**config.mk**
```make
export PLATFORM = sky130hd
export DESIGN_NAME = idct_transpose_buf
export DESIGN_NICKNAME = d
export VERILOG_FILES = /design/src/rtl/idct_transpose_buf.sv
export SDC_FILE = /design/constraint.sdc
export NUM_CORES = 1
export LEC_CHECK = 0
export BUFFER_PORTS_ARGS = -buffer_cell sky130_fd_sc_hd__buf_2
export CELL_PAD_IN_SITES_DETAIL_PLACEMENT = 1
export CELL_PAD_IN_SITES_GLOBAL_PLACEMENT = 1
export CORE_ASPECT_RATIO = 1.75
export CORE_UTILIZATION = 42
export CTS_CLUSTER_DIAMETER = 40
export DETAILED_ROUTE_END_ITERATION = 12
export GPL_TIMING_DRIVEN = 0
export PLACE_DENSITY = 0.63
export SYNTH_ARGS = -nofsm -noshare
export SYNTH_HDL_FRONTEND = slang
export SYNTH_SLANG_ARGS = --single-unit
```
**constraint.sdc**
```tcl
create_clock -name clk -period 4.3 [get_ports clk]
set_input_delay 0.43 -clock clk [delete_from_list [all_inputs] [get_ports clk]]
set_output_delay 0.43 -clock clk [all_outputs]
set_load 0.01 [all_outputs]
```
**src/rtl/idct_transpose_buf.sv**
```systemverilog
// Ping-pong 4x4 transpose buffer between the row and column IDCT passes.
// Samples arrive row-major, one per cycle; columns leave four samples wide.
module idct_transpose_buf #(
  parameter int unsigned WIDTH = 25
) (
  input  logic                    clk,
  input  logic                    reset,
  input  logic                    in_valid,
  input  logic signed [WIDTH-1:0] d_in,
  output logic                    in_ready,
  input  logic                    out_ready,
  output logic                    out_valid,
  output logic signed [WIDTH-1:0] d_out_1,
  output logic signed [WIDTH-1:0] d_out_2,
  output logic signed [WIDTH-1:0] d_out_3,
  output logic signed [WIDTH-1:0] d_out_4,
  output logic                    ovf
);

  localparam int unsigned CNT_W = 4;
  localparam int unsigned COL_W = 2;
  localparam int unsigned DIM   = 4;

  logic [CNT_W-1:0] wr_cnt_q, wr_cnt_d;
  logic [COL_W-1:0] col_q, col_d;
  logic             wr_sel_q, wr_sel_d;
  logic             rd_sel_q, rd_sel_d;
  logic [1:0]       full_q, full_d;
  logic             ovf_q, ovf_d;
  logic             wr_en, rd_en;

  logic signed [WIDTH-1:0] bank_q [2][DIM][DIM];

  assign in_ready  = ~full_q[wr_sel_q];
  assign out_valid = full_q[rd_sel_q];
  assign ovf       = ovf_q;
  assign wr_en     = in_valid & in_ready;
  assign rd_en     = out_valid & out_ready;

  // Write and read sides touch different banks whenever both fire, so the
  // full-flag updates never collide.
  always_comb begin
    wr_cnt_d = wr_cnt_q;
    col_d    = col_q;
    wr_sel_d = wr_sel_q;
    rd_sel_d = rd_sel_q;
    full_d   = full_q;
    ovf_d    = ovf_q;

    if (in_valid && !in_ready) begin
      ovf_d = 1'b1;
    end

    if (wr_en) begin
      wr_cnt_d = wr_cnt_q + CNT_W'(1);
      if (wr_cnt_q == CNT_W'(15)) begin
        full_d[wr_sel_q] = 1'b1;
        wr_sel_d         = ~wr_sel_q;
      end
    end

    if (rd_en) begin
      col_d = col_q + COL_W'(1);
      if (col_q == COL_W'(3)) begin
        full_d[rd_sel_q] = 1'b0;
        rd_sel_d         = ~rd_sel_q;
      end
    end
  end

  always_ff @(posedge clk or negedge reset) begin
    if (!reset) begin
      wr_cnt_q <= '0;
      col_q    <= '0;
      wr_sel_q <= 1'b0;
      rd_sel_q <= 1'b0;
      full_q   <= '0;
      ovf_q    <= 1'b0;
    end else begin
      wr_cnt_q <= wr_cnt_d;
      col_q    <= col_d;
      wr_sel_q <= wr_sel_d;
      rd_sel_q <= rd_sel_d;
      full_q   <= full_d;
      ovf_q    <= ovf_d;
    end
  end

  // Data banks carry no reset; stale contents are masked by the full flags.
  always_ff @(posedge clk) begin
    if (wr_en) begin
      bank_q[wr_sel_q][wr_cnt_q[3:2]][wr_cnt_q[1:0]] <= d_in;
    end
  end

  always_comb begin
    d_out_1 = '0;
    d_out_2 = '0;
    d_out_3 = '0;
    d_out_4 = '0;
    if (out_valid) begin
      d_out_1 = bank_q[rd_sel_q][0][col_q];
      d_out_2 = bank_q[rd_sel_q][1][col_q];
      d_out_3 = bank_q[rd_sel_q][2][col_q];
      d_out_4 = bank_q[rd_sel_q][3][col_q];
    end
  end

endmodule

```
* Yosys cells after proc, flatten, opt, wreduce, memory -nomap -nowiden *
Memory sizes are Yosys's and may differ from the RTL's.
Index checks and enable logic that the tools add are counted.

storage, ports and cells
  logic and storage cells = 72
  memory bits (read-only) = 0
  RAM bits = 800
  register bits after elaboration = 11
  memories = 1
  output and inout bits = 103
  latch bits = 0
  bits of input ports = 29

operators by class
  equal/unequal tests = 2
  multiplexer cells = 34
  div/mod/pow operators = 0
  bitwise gates (word level) = 11
  multipliers = 0
  reduce and logical (&&, ||, !) cells = 7
  shift-type cells = 0
  magnitude comparators = 9
  add/subtract/negate cells = 2

memories
  name    words  bits a word  read ports  clocked after memory_dff  wr ports  line  text
  bank_q  2      400          1           0                         1         32    logic signed [WIDTH-1:0] bank_q [2][DIM][DIM];

operators with widths
  operator               count
  $mux W400              1
  $mux W25               13
  $bmux W25 S2           4
  $demux W100 S2         1
  $mux W100              1
  $demux W25 S2          1
  $ge A3 B3 Y1 const B   3
  $not A2 Y3             3
  $mux W2                4
  $mux W1                7
  $lt A3 B1 Y1 const B   2
  $logic_and A1 B1 Y1    5
  $add A4 B1 Y4 const B  1
  $eq A4 B4 Y1 const B   1
  $lt A1 B2 Y1 const B   2
  $reduce_and A2 Y1      2
  $not A1 Y1             3
  $add A2 B1 Y2 const B  1
  $and A1 B1 Y1          2
  $and A2 B2 Y2          1
  $demux W1 S1           2
  $eq A2 B2 Y1 const B   1
  $ge A1 B1 Y1 const B   2
  $not A2 Y2             1
  $or A2 B2 Y2           1

* Longest topological paths before layout *
  word-level depth = 10
  gate-level depth with buffers = 6
  gate-level depth less buffers = 4

* Worst setup path before layout *
No wires, ideal clock.

  path kind = register -> register
  from = register wr_sel_q
  to = memory bank_q[0][25] (netlist bit), enable pin
  setup slack = 0.982 ns
  cell stages (with the launch flop) = 4
  arrival = 2.879 ns
  library setup time = 0.438 ns
  path buffers = 0
  required time = 3.862 ns
  cell sequence = dfrtp_1 mux2i_4 nand3_1 nor3_1

on the way
  cells in the longest elaborated chain, start to end = 6

RTL lines
  item                                        line  text
  start, declared                             26    logic wr_sel_q, wr_sel_d;
  start signal, assigned                      82    wr_sel_q <= wr_sel_d;
  $mux W1 (not written as such) (2 in a row)  34    assign in_ready = ~full_q[wr_sel_q];
  $not A1 Y1                                  34
  via in_ready                                10    output logic in_ready,
  $and A1 B1 Y1                               37    assign wr_en = in_valid & in_ready;
  $mux W1                                     91    if (wr_en) begin
  $mux W400 (not written as such)             92    bank_q[wr_sel_q][wr_cnt_q[3:2]][wr_cnt_q[1:0]] <= d_in;
  end, declared                               32

The timed path passes the listed nets, and every way through them passes these cells. The select of a mux whose other input is x is not followed.

* Worst setup path in the final report *
  from = register col_q[0]
  to = output d_out_2[15]

on the way
  cells in the longest elaborated chain, start to end = 5

RTL lines
  item                                         line  text
  start, declared                              25    logic [COL_W-1:0] col_q, col_d;
  start signal, assigned                       81    col_q <= col_d;
  $not A2 Y3 (not written as such)             103   d_out_2 = bank_q[rd_sel_q][1][col_q];
  $bmux W25 S2                                 103
  $mux W25 (not written as such) (2 in a row)  103
  $mux W25                                     101   if (out_valid) begin
  end, declared                                14    output logic signed [WIDTH-1:0] d_out_2,

No other way between the ends. The select of a mux whose other input is x is not followed.

==> flow_metrics.env <==
export IMPL_path_clk_slew_ps=70
export IMPL_start_util=0.424
export IMPL_cp_required_ps=3870
export IMPL_worst_pin_slew_ps=1060
export IMPL_max_freq_mhz=253
export IMPL_drt_iter0_markers=1124
export IMPL_finalWeightedCongestion=0.767
export IMPL_synth_seq_cells=811
export IMPL_slew_headroom=0.295
export IMPL_ctsLongestPathBuffers=3
export IMPL_powerDensity_mw_per_mm2=633
export IMPL_p_leak_nw=11.9
export IMPL_endpoint_kind="primary output"
export IMPL_fin_crit_ps=3960
export IMPL_cts_tree="yes"
export IMPL_area_growth_pct=15.8
export IMPL_hold_viol_final=0
export IMPL_timing_final_crit_share=0.920
export IMPL_dpl_hpwl_mm=56.7
export IMPL_drive_gt1_frac=0.322
export IMPL_synth_most_common_cell="edfxtp_1"
export IMPL_syn_area_mm2=0.0319
export IMPL_route_detailed_drc=0
export IMPL_grt_overflow_total=0
export IMPL_syn_inst=1806
export IMPL_final_cell_area_mm2=0.0369
export IMPL_ys_top_cells_by_count="edfxtp_1, mux2_2, nor3_1"
export IMPL_rsz0062_at_grt="false"
export IMPL_grt_first_pass_wirelength_mm=129
export IMPL_coreArea_mm2=0.0752
export IMPL_pin_count=132
export IMPL_antenna_found_initial=5
export IMPL_cts_buffers=74
export IMPL_slew_violations=0
export IMPL_final_setup_viol_count=0
export IMPL_async_flop_share=0.0136
export IMPL_outcome="finished, final reports clean"
export IMPL_final_cells=3108
export IMPL_synthTopCellsByArea="edfxtp_1, mux2_2, a211oi_1, o22ai_1, nor3_1"
export IMPL_dr_pass1_iters=5
export IMPL_dr_total_vias=17394
export IMPL_ys_seq_area_frac=0.762
export IMPL_total_power_mw=23.4
export IMPL_synth_net_count=1840
export IMPL_maxCapViolCount=0
export IMPL_wl_per_cell_um=28.7
export IMPL_dp_cells=2969
export IMPL_dieWidth_um=210
export IMPL_fin_worst_skew_ps=20.8
export IMPL_startpoint_type="register"
export IMPL_postPlaceCellArea_mm2=0.0344
export IMPL_grt_pass1_vias=19191
export IMPL_synth_ff_type="edfxtp_1"
export IMPL_fin_util=0.491
export IMPL_cts_sinks=811
export IMPL_post_cts_buffers=0
export IMPL_synth_edff_count=800
export IMPL_drt_antenna_violating_nets=0
export IMPL_hold_path_class="primary input to register"
export IMPL_io_buffers=130
export IMPL_synth_top_area_share=0.753
export IMPL_htreeDepth=3
export IMPL_synth_cell_types=32
export IMPL_via_per_inst=5.60
export IMPL_cts_resized=0
export IMPL_avgSynthCellArea_um2=17.7
export IMPL_yosys_area_top_type="edfxtp_1"
export IMPL_hold_slack_ps=147
export IMPL_die_h_um=367
export IMPL_wirelength_mm=89.2
export IMPL_grt_max_degree=33
export IMPL_crit_fanout=10
export IMPL_root_buffer="clkbuf_16"
export IMPL_peakVddDrop_mv=0.358
export IMPL_crit_arrival_ps=3530
export IMPL_yosys_warnings=0
export IMPL_grt_use_total=0.236
export IMPL_dieArea_mm2=0.0771
export IMPL_row_count=133
export IMPL_nets=2068
export IMPL_clock_latency_ps=630
export IMPL_cts_hold_buf=1
export IMPL_worstSetupPathType="register to primary output"
-- power by group --
group	internal (mW)	switching (mW)	leakage [nW]
Clock	3.85	2.94	1.21
Sequential	9.19	0.141	7.34
Combinational	2.59	4.65	3.33
Total	15.6	7.74	11.9
-- kinds of logic after synthesis --
family,count (synthesis),share of synthesized area
AO/OA/AOI/OAI,305,0.0597
XOR/XNOR,5,0.00137
flip-flops,811,0.762
buffers and inverters,117,0.0223
AND/OR/NAND/NOR,258,0.0446
adder cells (fa/ha/maj),5,0.00196
multiplexers,305,0.108
-- sequential cells by signal, indices dropped and copies added, names as in the netlist --
name and cells:
bank_q 800, col_q 2, ovf 1, rd_sel_q 1
full_q 2, wr_sel_q 1, wr_cnt_q 4
-- worst max-delay path, cell delays in order (launching register included) --
cell and delay, ps:
dfrtp_1 440, nand2b_1 140, clkbuf_1 790, buf_2 450, o22ai_1 150, nor3_1 670, buf_2 260
-- area by class of cell --
type                       instances  area (um2)
antenna                            1        2.50
buffer                           114         699
clock buffer                      99        2110
clock inverter                    38         363
fill                            7139       38300
inverter                           3        11.3
multi-input combinational        878        7120
sequential                       811       24300
tap                             1012        1270
timing repair buffer             152        1060
-- final timing paths --
kind / from / end / slack, ps / cells after the start
max in group asynchronous: reset / wr_cnt_q[1]$_DFFE_PN0N_ / 3820 / 2
worst min register to register: ovf$_DFFE_PN0P_ / ovf$_DFFE_PN0P_ / 480 / 1
min in group asynchronous: reset / ovf$_DFFE_PN0P_ / 230 / 2
worst min-delay path: out_ready / col_q[0]$_DFFE_PN0P_ / 150 / 3
worst max-delay path: col_q[0]$_DFFE_PN0P_ / d_out_2[15] / 340 / 6
worst max register to register: wr_sel_q$_DFFE_PN0P_ / bank_q[0][66]$_DFFE_PP_ / 1070 / 4
-- layer usage --
metal / up-vias / GRT usage / wire [um]
met5: - / 0 / 25
met4: 4 / 0.0872 / 3000
met3: 145 / 0.0281 / 3030
met2: 392 / 0.434 / 48400
met1: 9224 / 0.278 / 34800
li1: 7629 / - / -
-- metrics by stage --
step	setup WS [ps]	setup TNS [ps]
final	345	0
after CTS	424	0
after detailed placement	1030	0
after global placement	-1290	-83710
after global routing	384	0
after floorplan	982	0
-- placed cells by master, fill, tap and decap left out, drive strengths merged, types with 3 or more instances in the layout --
| cell type | netlist | routed |
|---|---|---|
| a211oi | 100 | 100 |
| and2b | 25 | 25 |
| and3 | 3 | 3 |
| buf | 78 | 229 |
| bufinv | 0 | 6 |
| clkbuf | 36 | 135 |
| clkinv | 0 | 25 |
| dfrtp | 11 | 11 |
| edfxtp | 800 | 800 |
| ha | 5 | 5 |
| inv | 3 | 8 |
| mux2 | 303 | 303 |
| nand2 | 6 | 6 |
| nand3 | 8 | 8 |
| nor2 | 30 | 30 |
| nor2b | 75 | 75 |
| nor3 | 103 | 103 |
| o21ai | 102 | 102 |
| o22ai | 100 | 100 |
| xnor2 | 5 | 5 |
No activity file was read; power rests on OpenSTA's default activity.
